## config.mk

```make
export PLATFORM = sky130hd
export DESIGN_NAME = dram_cmd_queue
export DESIGN_NICKNAME = d
export VERILOG_FILES = /design/src/rtl/dram_cmd_queue.sv
export SDC_FILE = /design/constraint.sdc
export NUM_CORES = 1
export LEC_CHECK = 0
export ABC_AREA = 1
export BUFFER_PORTS_ARGS = -buffer_cell sky130_fd_sc_hd__buf_2
export CAP_MARGIN = 20
export CORE_MARGIN = 2
export CORE_UTILIZATION = 40
export DETAILED_ROUTE_END_ITERATION = 16
export HOLD_SLACK_MARGIN = 0.02
export PLACE_DENSITY = 0.61
export SYNTH_ARGS = -nofsm -noshare
export SYNTH_HDL_FRONTEND = slang
export SYNTH_SLANG_ARGS = --single-unit
```

## constraint.sdc

```tcl
create_clock -name clk -period 5.29 [get_ports clk]
set_clock_uncertainty 0.1 [all_clocks]
set_input_delay 0.7935 -clock clk [delete_from_list [all_inputs] [get_ports clk]]
set_output_delay 0.7935 -clock clk [all_outputs]
set_load 0.1 [all_outputs]
```

## src/rtl/dram_cmd_queue.sv

```systemverilog
// DRAM command queue: buffers client read/write commands in a small FIFO
// and issues them one at a time to the DRAM controller over ena/ack/busy.
module dram_cmd_queue #(
  parameter int DEPTH       = 4,
  parameter int AW          = 24,
  parameter int DW          = 8,
  parameter int ACK_TIMEOUT = 1024
) (
  input  logic          clk,
  input  logic          rst,
  input  logic          cmd_valid,
  output logic          cmd_ready,
  input  logic          cmd_write,
  input  logic [AW-1:0] cmd_addr,
  input  logic [DW-1:0] cmd_wdata,
  output logic          rsp_valid,
  output logic [DW-1:0] rsp_data,
  output logic [AW-1:0] rsp_addr,
  output logic [AW-1:0] ctl_addr,
  output logic          ctl_write,
  output logic          ctl_ena,
  output logic [DW-1:0] ctl_wr_data,
  input  logic          ctl_ack,
  input  logic          ctl_busy,
  input  logic [DW-1:0] ctl_rd_data,
  output logic          idle,
  output logic          err
);

  localparam int PW = $clog2(DEPTH);
  localparam int TW = $clog2(ACK_TIMEOUT) + 1;
  localparam logic [PW:0]   FULL_COUNT = (PW+1)'(DEPTH);
  localparam logic [PW:0]   PTR_ONE    = (PW+1)'(1);
  localparam logic [TW-1:0] TMO_LAST   = TW'(ACK_TIMEOUT - 1);
  localparam logic [TW-1:0] TMO_ONE    = TW'(1);

  typedef enum logic [1:0] {
    S_IDLE,
    S_REQ,
    S_WAIT,
    S_DONE
  } state_t;

  state_t state;

  logic [AW-1:0] q_addr  [DEPTH];
  logic          q_write [DEPTH];
  logic [DW-1:0] q_wdata [DEPTH];

  logic [PW:0]   wr_ptr;
  logic [PW:0]   rd_ptr;
  logic [PW:0]   count;
  logic          full;
  logic          empty;
  logic          push;
  logic          pop;
  logic [TW-1:0] tmo_cnt;

  // Occupancy and handshake qualifiers derived from the pointers.
  always_comb begin
    count = wr_ptr - rd_ptr;
    full  = (count == FULL_COUNT);
    empty = (count == '0);
    push  = cmd_valid & ~full;
    pop   = (state == S_IDLE) & ~empty & ~ctl_busy;
  end

  assign cmd_ready = ~full;
  assign idle      = empty & (state == S_IDLE);

  // Command storage; contents are don't-care until written, so no reset.
  always_ff @(posedge clk) begin
    if (push) begin
      q_addr[wr_ptr[PW-1:0]]  <= cmd_addr;
      q_write[wr_ptr[PW-1:0]] <= cmd_write;
      q_wdata[wr_ptr[PW-1:0]] <= cmd_wdata;
    end
  end

  // FIFO pointers with one extra wrap bit to tell full from empty.
  always_ff @(posedge clk or posedge rst) begin
    if (rst) begin
      wr_ptr <= '0;
      rd_ptr <= '0;
    end else begin
      if (push) wr_ptr <= wr_ptr + PTR_ONE;
      if (pop)  rd_ptr <= rd_ptr + PTR_ONE;
    end
  end

  // Issue sequencer: IDLE -> REQ -> WAIT -> DONE with registered outputs.
  always_ff @(posedge clk or posedge rst) begin
    if (rst) begin
      state       <= S_IDLE;
      ctl_ena     <= 1'b0;
      ctl_write   <= 1'b0;
      ctl_addr    <= '0;
      ctl_wr_data <= '0;
      rsp_valid   <= 1'b0;
      rsp_data    <= '0;
      rsp_addr    <= '0;
      err         <= 1'b0;
      tmo_cnt     <= '0;
    end else begin
      case (state)
        S_IDLE: begin
          if (pop) begin
            ctl_addr    <= q_addr[rd_ptr[PW-1:0]];
            ctl_write   <= q_write[rd_ptr[PW-1:0]];
            ctl_wr_data <= q_wdata[rd_ptr[PW-1:0]];
            ctl_ena     <= 1'b1;
            tmo_cnt     <= '0;
            state       <= S_REQ;
          end
        end
        S_REQ: begin
          if (ctl_ack) begin
            ctl_ena <= 1'b0;
            tmo_cnt <= '0;
            state   <= S_WAIT;
          end else if (tmo_cnt == TMO_LAST) begin
            ctl_ena <= 1'b0;
            err     <= 1'b1;
            tmo_cnt <= '0;
            state   <= S_IDLE;
          end else begin
            tmo_cnt <= tmo_cnt + TMO_ONE;
          end
        end
        S_WAIT: begin
          // Read data is captured on the edge leaving WAIT so the registered
          // strobe is high exactly while the FSM sits in DONE.
          if (!ctl_busy) begin
            state <= S_DONE;
            if (!ctl_write) begin
              rsp_valid <= 1'b1;
              rsp_data  <= ctl_rd_data;
              rsp_addr  <= ctl_addr;
            end
          end
        end
        S_DONE: begin
          rsp_valid <= 1'b0;
          state     <= S_IDLE;
        end
        default: begin
          rsp_valid <= 1'b0;
          ctl_ena   <= 1'b0;
          state     <= S_IDLE;
        end
      endcase
    end
  end

endmodule

```

After elaboration in Yosys (flattened, before gate mapping)
Memories as Yosys holds them, arrays and structs flattened. A register that Yosys moved wholly into a read port is not among the register bits.
Cells that the tools add are included.
- multiplexer cells: 18
- reduce and logical (&&, ||, !) cells: 11
- equal/unequal tests: 9
- $add $sub $neg: 4
- bitwise operators: 9
- operators with widths (kind ; count):
    $mux 11 ; 3
    $pmux 11 s2 ; 1
    $reduce_and 3->1 ; 5
    $add 11x1->11 const B ; 1
    $eq 11x10->1 const B ; 1
    $mux 2 ; 4
    $pmux 2 s4 ; 1
    $mux 1 ; 7
    $add 3x1->3 const B ; 2
    $ne 2x2->1 const B ; 3
    $not 1->1 ; 5
    $and 1x1->1 ; 4
    $eq 2x2->1 const B ; 2
    $pmux 1 s2 ; 2
    $reduce_and 2->1 ; 2
    $reduce_bool 2->1 ; 2
    $eq 3x3->1 const B ; 1
    $logic_not 3->1 ; 1
    $ne 3x3->1 const B ; 1
    $sub 3x3->3 ; 1
    $eq 2x1->1 const B ; 1
    $logic_not 2->1 ; 1
- bits of input ports: 46
- memories kept: 3
- memory bits (writable): 132
- word-level logic and storage cells: 63
- bits in registers: 54
- memories (memory ; depth ; bits a word ; read ports ; clocked after Yosys merged registers in ; write ports ; line ; text):
    q_addr ; 4 ; 24 ; 1 ; 1 ; 1 ; 46 ; logic [AW-1:0] q_addr [DEPTH];
    q_wdata ; 4 ; 8 ; 1 ; 1 ; 1 ; 48 ; logic [DW-1:0] q_wdata [DEPTH];
    q_write ; 4 ; 1 ; 1 ; 1 ; 1 ; 47 ; logic q_write [DEPTH];

Logic depth before layout (Yosys ltp)
- depth after elaboration: 7
- gate-level depth with buffers: 13
- depth with buffers taken out: 12

Worst setup path before layout
Ideal clock, no wire load.
- kind: reg2reg
- start: register rd_ptr[1]
- end: memory q_addr[3][0], enable pin
- path slack: 0.950 ns
- arrival time: 3.816 ns
- period minus slack after synthesis: 4.340 ns
- library setup time: 0.425 ns
- cell stages (with the launch flop): 11
- cells stage by stage: dfrtp_1 -> inv_1 -> clkbuf_1 -> ha_1 -> nand2_1 -> nand2_1 -> nand2_1 -> nand2_1 -> nand2_1 -> nand2_1 -> nor2_1
- longest elaborated chain between the ends: 6
- RTL lines (what ; line ; text):
    start: declaration ; 51 ; logic [PW:0] rd_ptr;
    start signal: assignment ; 87 ; if (pop) rd_ptr <= rd_ptr + PTR_ONE;
    $sub 3x3->3 ; 61 ; count = wr_ptr - rd_ptr;
    $eq 3x3->1 ; 62 ; full = (count == FULL_COUNT);
    $not 1->1 ; - ;
    via cmd_ready ; 12 ; output logic cmd_ready,
    $and 1x1->1 ; 64 ; push = cmd_valid & ~full;
    $mux 1 ; 73 ; if (push) begin
    $mux 1 (not written as such) ; 74 ; q_addr[wr_ptr[PW-1:0]] <= cmd_addr;
    end: declaration ; 46 ;
The timed path passes the listed nets, and every way through them passes these cells.

Worst setup path in the final report
- start: register wr_ptr[1]
- end: output idle
- longest elaborated chain between the ends: 3
- RTL lines (what ; line ; text):
    start: declaration ; 50 ; logic [PW:0] wr_ptr;
    start signal: assignment ; 86 ; if (push) wr_ptr <= wr_ptr + PTR_ONE;
    $sub 3x3->3 ; 61 ;
    $logic_not 3->1 ; 63 ; empty = (count == '0);
    $and 1x1->1 ; 69 ; assign idle = empty & (state == S_IDLE);
    end: declaration ; 26 ; output logic idle,
Every way passes these cells.

==> results.py <==
metrics = {
    "run_status": {
        "status": "finished clean",
    },
    "worst_setup_path": {
        "worst-path-max-fanout": 13,
        "r2r-start": "wr_ptr[1]$_DFFE_PP0P_",
        "arrival_ps": 2440,
        "path_class": "flip-flop to output port",
        "crit_path_top_delay_cell": "buf_2",
        "cp-startpoint": "wr_ptr[1]$_DFFE_PP0P_",
        "max_stage_delay_ps": 440,
        "cpMostUsedCell": "nand2_1",
        "worstPathCellList": "ha_1 > nand2_1 > nand2_1 > nand2_1 > nand3_1 > nor2_1 > buf_2",
        "required_ps": 4400,
        "cp-start-kind": "flip-flop",
        "worst_setup_path_end_kind": "output port",
    },
    "yosys": {
        "seq_area_frac_synth_pct": 71.5,
        "avgSynthCellArea_sq_um": 11.6,
        "synth_common_cells": "132 x edfxtp_1, 104 x nor2_1, 94 x nand2_1",
        "synth_fp_nets": 797,
        "ys_warn_count": 0,
        "ys.flop_type": "edfxtp_1",
        "synth_edf_count": 132,
        "synth_area_sq_um": 8580,
        "async_flop_share_pct": 39.7,
        "synth_most_common_cell": "edfxtp_1",
        "ys_types": 23,
        "synth.top_cell.area_share_pct": 46.2,
        "yosys.area.top_type": "edfxtp_1",
        "synth-seq-cells": 219,
        "postSynthCellCount": 743,
        "synth_area_leaders": "edfxtp_1 46%, dfrtp_1 25%, nor2_1 4.5%",
    },
    "finish": {
        "nets": 908,
        "final_layout_size_suffix_gt1_share_pct": 18.6,
        "area_delta_synth_final_pct": 18.6,
    },
    "placed_design": {
        "portBuffers": 115,
        "dpl.hpwl_mm": 11.0,
        "gp_routability_congestion": 0.740,
    },
    "global_route": {
        "grt_pass1_wl_mm": 28.1,
        "grtUsageTotal_pct": 15.9,
        "gr-usage-met1_pct": 22.6,
        "antenna_found_initial": 3,
        "top_usage_layer": "met2",
        "use_met3_pct": 3.70,
        "grt_overflow": 0,
        "grt_start_max_net_pins": 68,
        "use_met2_pct": 24.8,
        "first_global_vias": 5214,
    },
    "cts": {
        "cts-buffers-inserted": 23,
        "holdBufCountCts": 0,
        "clkTransAtPathRegs_ps": 60,
        "cts_sinks": 219,
        "cts_tree": "done",
        "root_buffer": "clkbuf_16",
        "cts_buffer_depth": 3,
        "clk_latency_ps": 500,
        "cts_resized": 0,
        "cts_setup_buffers": 0,
        "htree_levels": 1,
    },
    "sta": {
        "relSlewSlack_pct": 31.1,
        "slew_violations": 0,
        "fin_tns_setup_ps": 0,
        "hold_viol_final": 0,
        "worst_pin_slew_ps": 1030,
        "fin_crit_ps": 3340,
        "min_period_over_period_pct": 63.1,
        "timing.fmax_ghz": 0.300,
        "rsz0062_at_grt": "no",
        "setup_viol": 0,
    },
    "route": {
        "drt_drc_violations_left": 0,
        "wirelength_mm": 17.9,
        "drt-vias-per-instance": 4.78,
        "num_vias": 5478,
        "final_antenna_net_count": 0,
        "wl_per_cell_um": 15.6,
        "drtPass1Iterations": 4,
        "drtIter0Drc": 213,
    },
    "floorplanning": {
        "initial_core_util_pct": 40.8,
        "fp.dieW_um": 150,
        "rows": 53,
        "io_pins": 116,
        "core-area_sq_um": 21000,
        "die_h_um": 150,
        "die_area_sq_um": 22600,
    },
    "job": {
        "drv_cap": 0,
    },
    "worst_hold_path": {
        "hold_class": "input pin to asynchronous set/reset pin",
    },
}
[cell type report]
type / count / area, sq um
timing repair buffer: 124 / 688
inverter: 63 / 238
antenna: 1 / 2.50
multi-input combinational: 423 / 2040
sequential: 219 / 6140
tap: 275 / 344
clock buffer: 27 / 591
fill: 1896 / 10800
clock inverter: 14 / 135
[metal layers]
layer / vias to the layer above / part of all wire (%)
met3: 22 / 6.3
met4: 4 / 1.2
li1: 2781 / -
met5: - / 0.15
met1: 2549 / 47
met2: 122 / 46
[stage by stage]
step / utilization (%) / area, sq um / std cells / setup slack [ps] / hold WS (ps)
2_1_floorplan: - / 8580 / 743 / 950 / 367
3_3_place_gp: 44.7 / 9390 / 1101 / 2510 / 361
3_5_place_dp: 44.7 / 9390 / 1101 / 2460 / 358
4_1_cts: 48.1 / 10100 / 1142 / 1930 / 231
5_1_grt: 48.4 / 10200 / 1145 / 1730 / 267
6_report: 48.4 / 10200 / 1146 / 1950 / 235
[layout by cell type, fill, tap and decap left out, types with 6 or more instances in the layout]
| cell | Yosys | layout |
|---|---|---|
| ha_1 | 8 | 8 |
| buf_4 | 4 | 6 |
| o21ai_0 | 77 | 77 |
| edfxtp_1 | 132 | 132 |
| o22ai_1 | 33 | 33 |
| buf_2 | 7 | 115 |
| nand4_1 | 8 | 8 |
| inv_1 | 63 | 61 |
| o21ai_1 | 32 | 32 |
| clkinv_1 | 0 | 9 |
| nor2_1 | 104 | 100 |
| dfrtp_1 | 87 | 86 |
| a21oi_1 | 30 | 30 |
| nand3_1 | 26 | 26 |
| clkbuf_16 | 0 | 23 |
| nand2_1 | 94 | 93 |
[sequential cells by signal, indices dropped and copies added, names as in the netlist, named ones only]
register and cells:
ctl_addr 24, ctl_ena 1, ctl_wr_data 8, ctl_write 1, err 1, q_addr 96, q_wdata 32, q_write 4
rd_ptr 3, rsp_addr 24, rsp_data 8, rsp_valid 1, state 1, tmo_cnt 11, wr_ptr 3
[final timing paths]
kind,to,slack (ps),depth (start not counted)
min in group clk,ctl_ena$_DFFE_PP0P_,370,2
max in group asynchronous,rd_ptr[0]$_DFFE_PP0P_,3700,3
setup / recovery,idle,1950,7
hold reg to reg,ctl_ena$_DFFE_PP0P_,370,2
hold / removal,rsp_addr[5]$_DFFE_PP0P_,230,2
setup reg to reg,ctl_addr[2]$_DFFE_PP0P_,2520,9
[critical path: cells and delay by family, from the launching register on]
family,cells,cell delay [ps]
simple gates,5,740
buf+inv,1,440
flops,1,430
fa+ha+maj,1,340
[kinds of logic (layout without fill, tap and decap cells)]
logic type	Yosys count	in the layout	synth area share (%)
simple gates	236	236	11.1
flops	219	219	71.5
compound gates	174	174	10.7
buf+inv	101	228	5.04
fa+ha+maj	8	8	1.17
xor+xnor	5	5	0.510
other cells	0	1	0
Power is not shown: default switching activity piles up to over one toggle a cycle in this logic, so the estimate is an artifact.
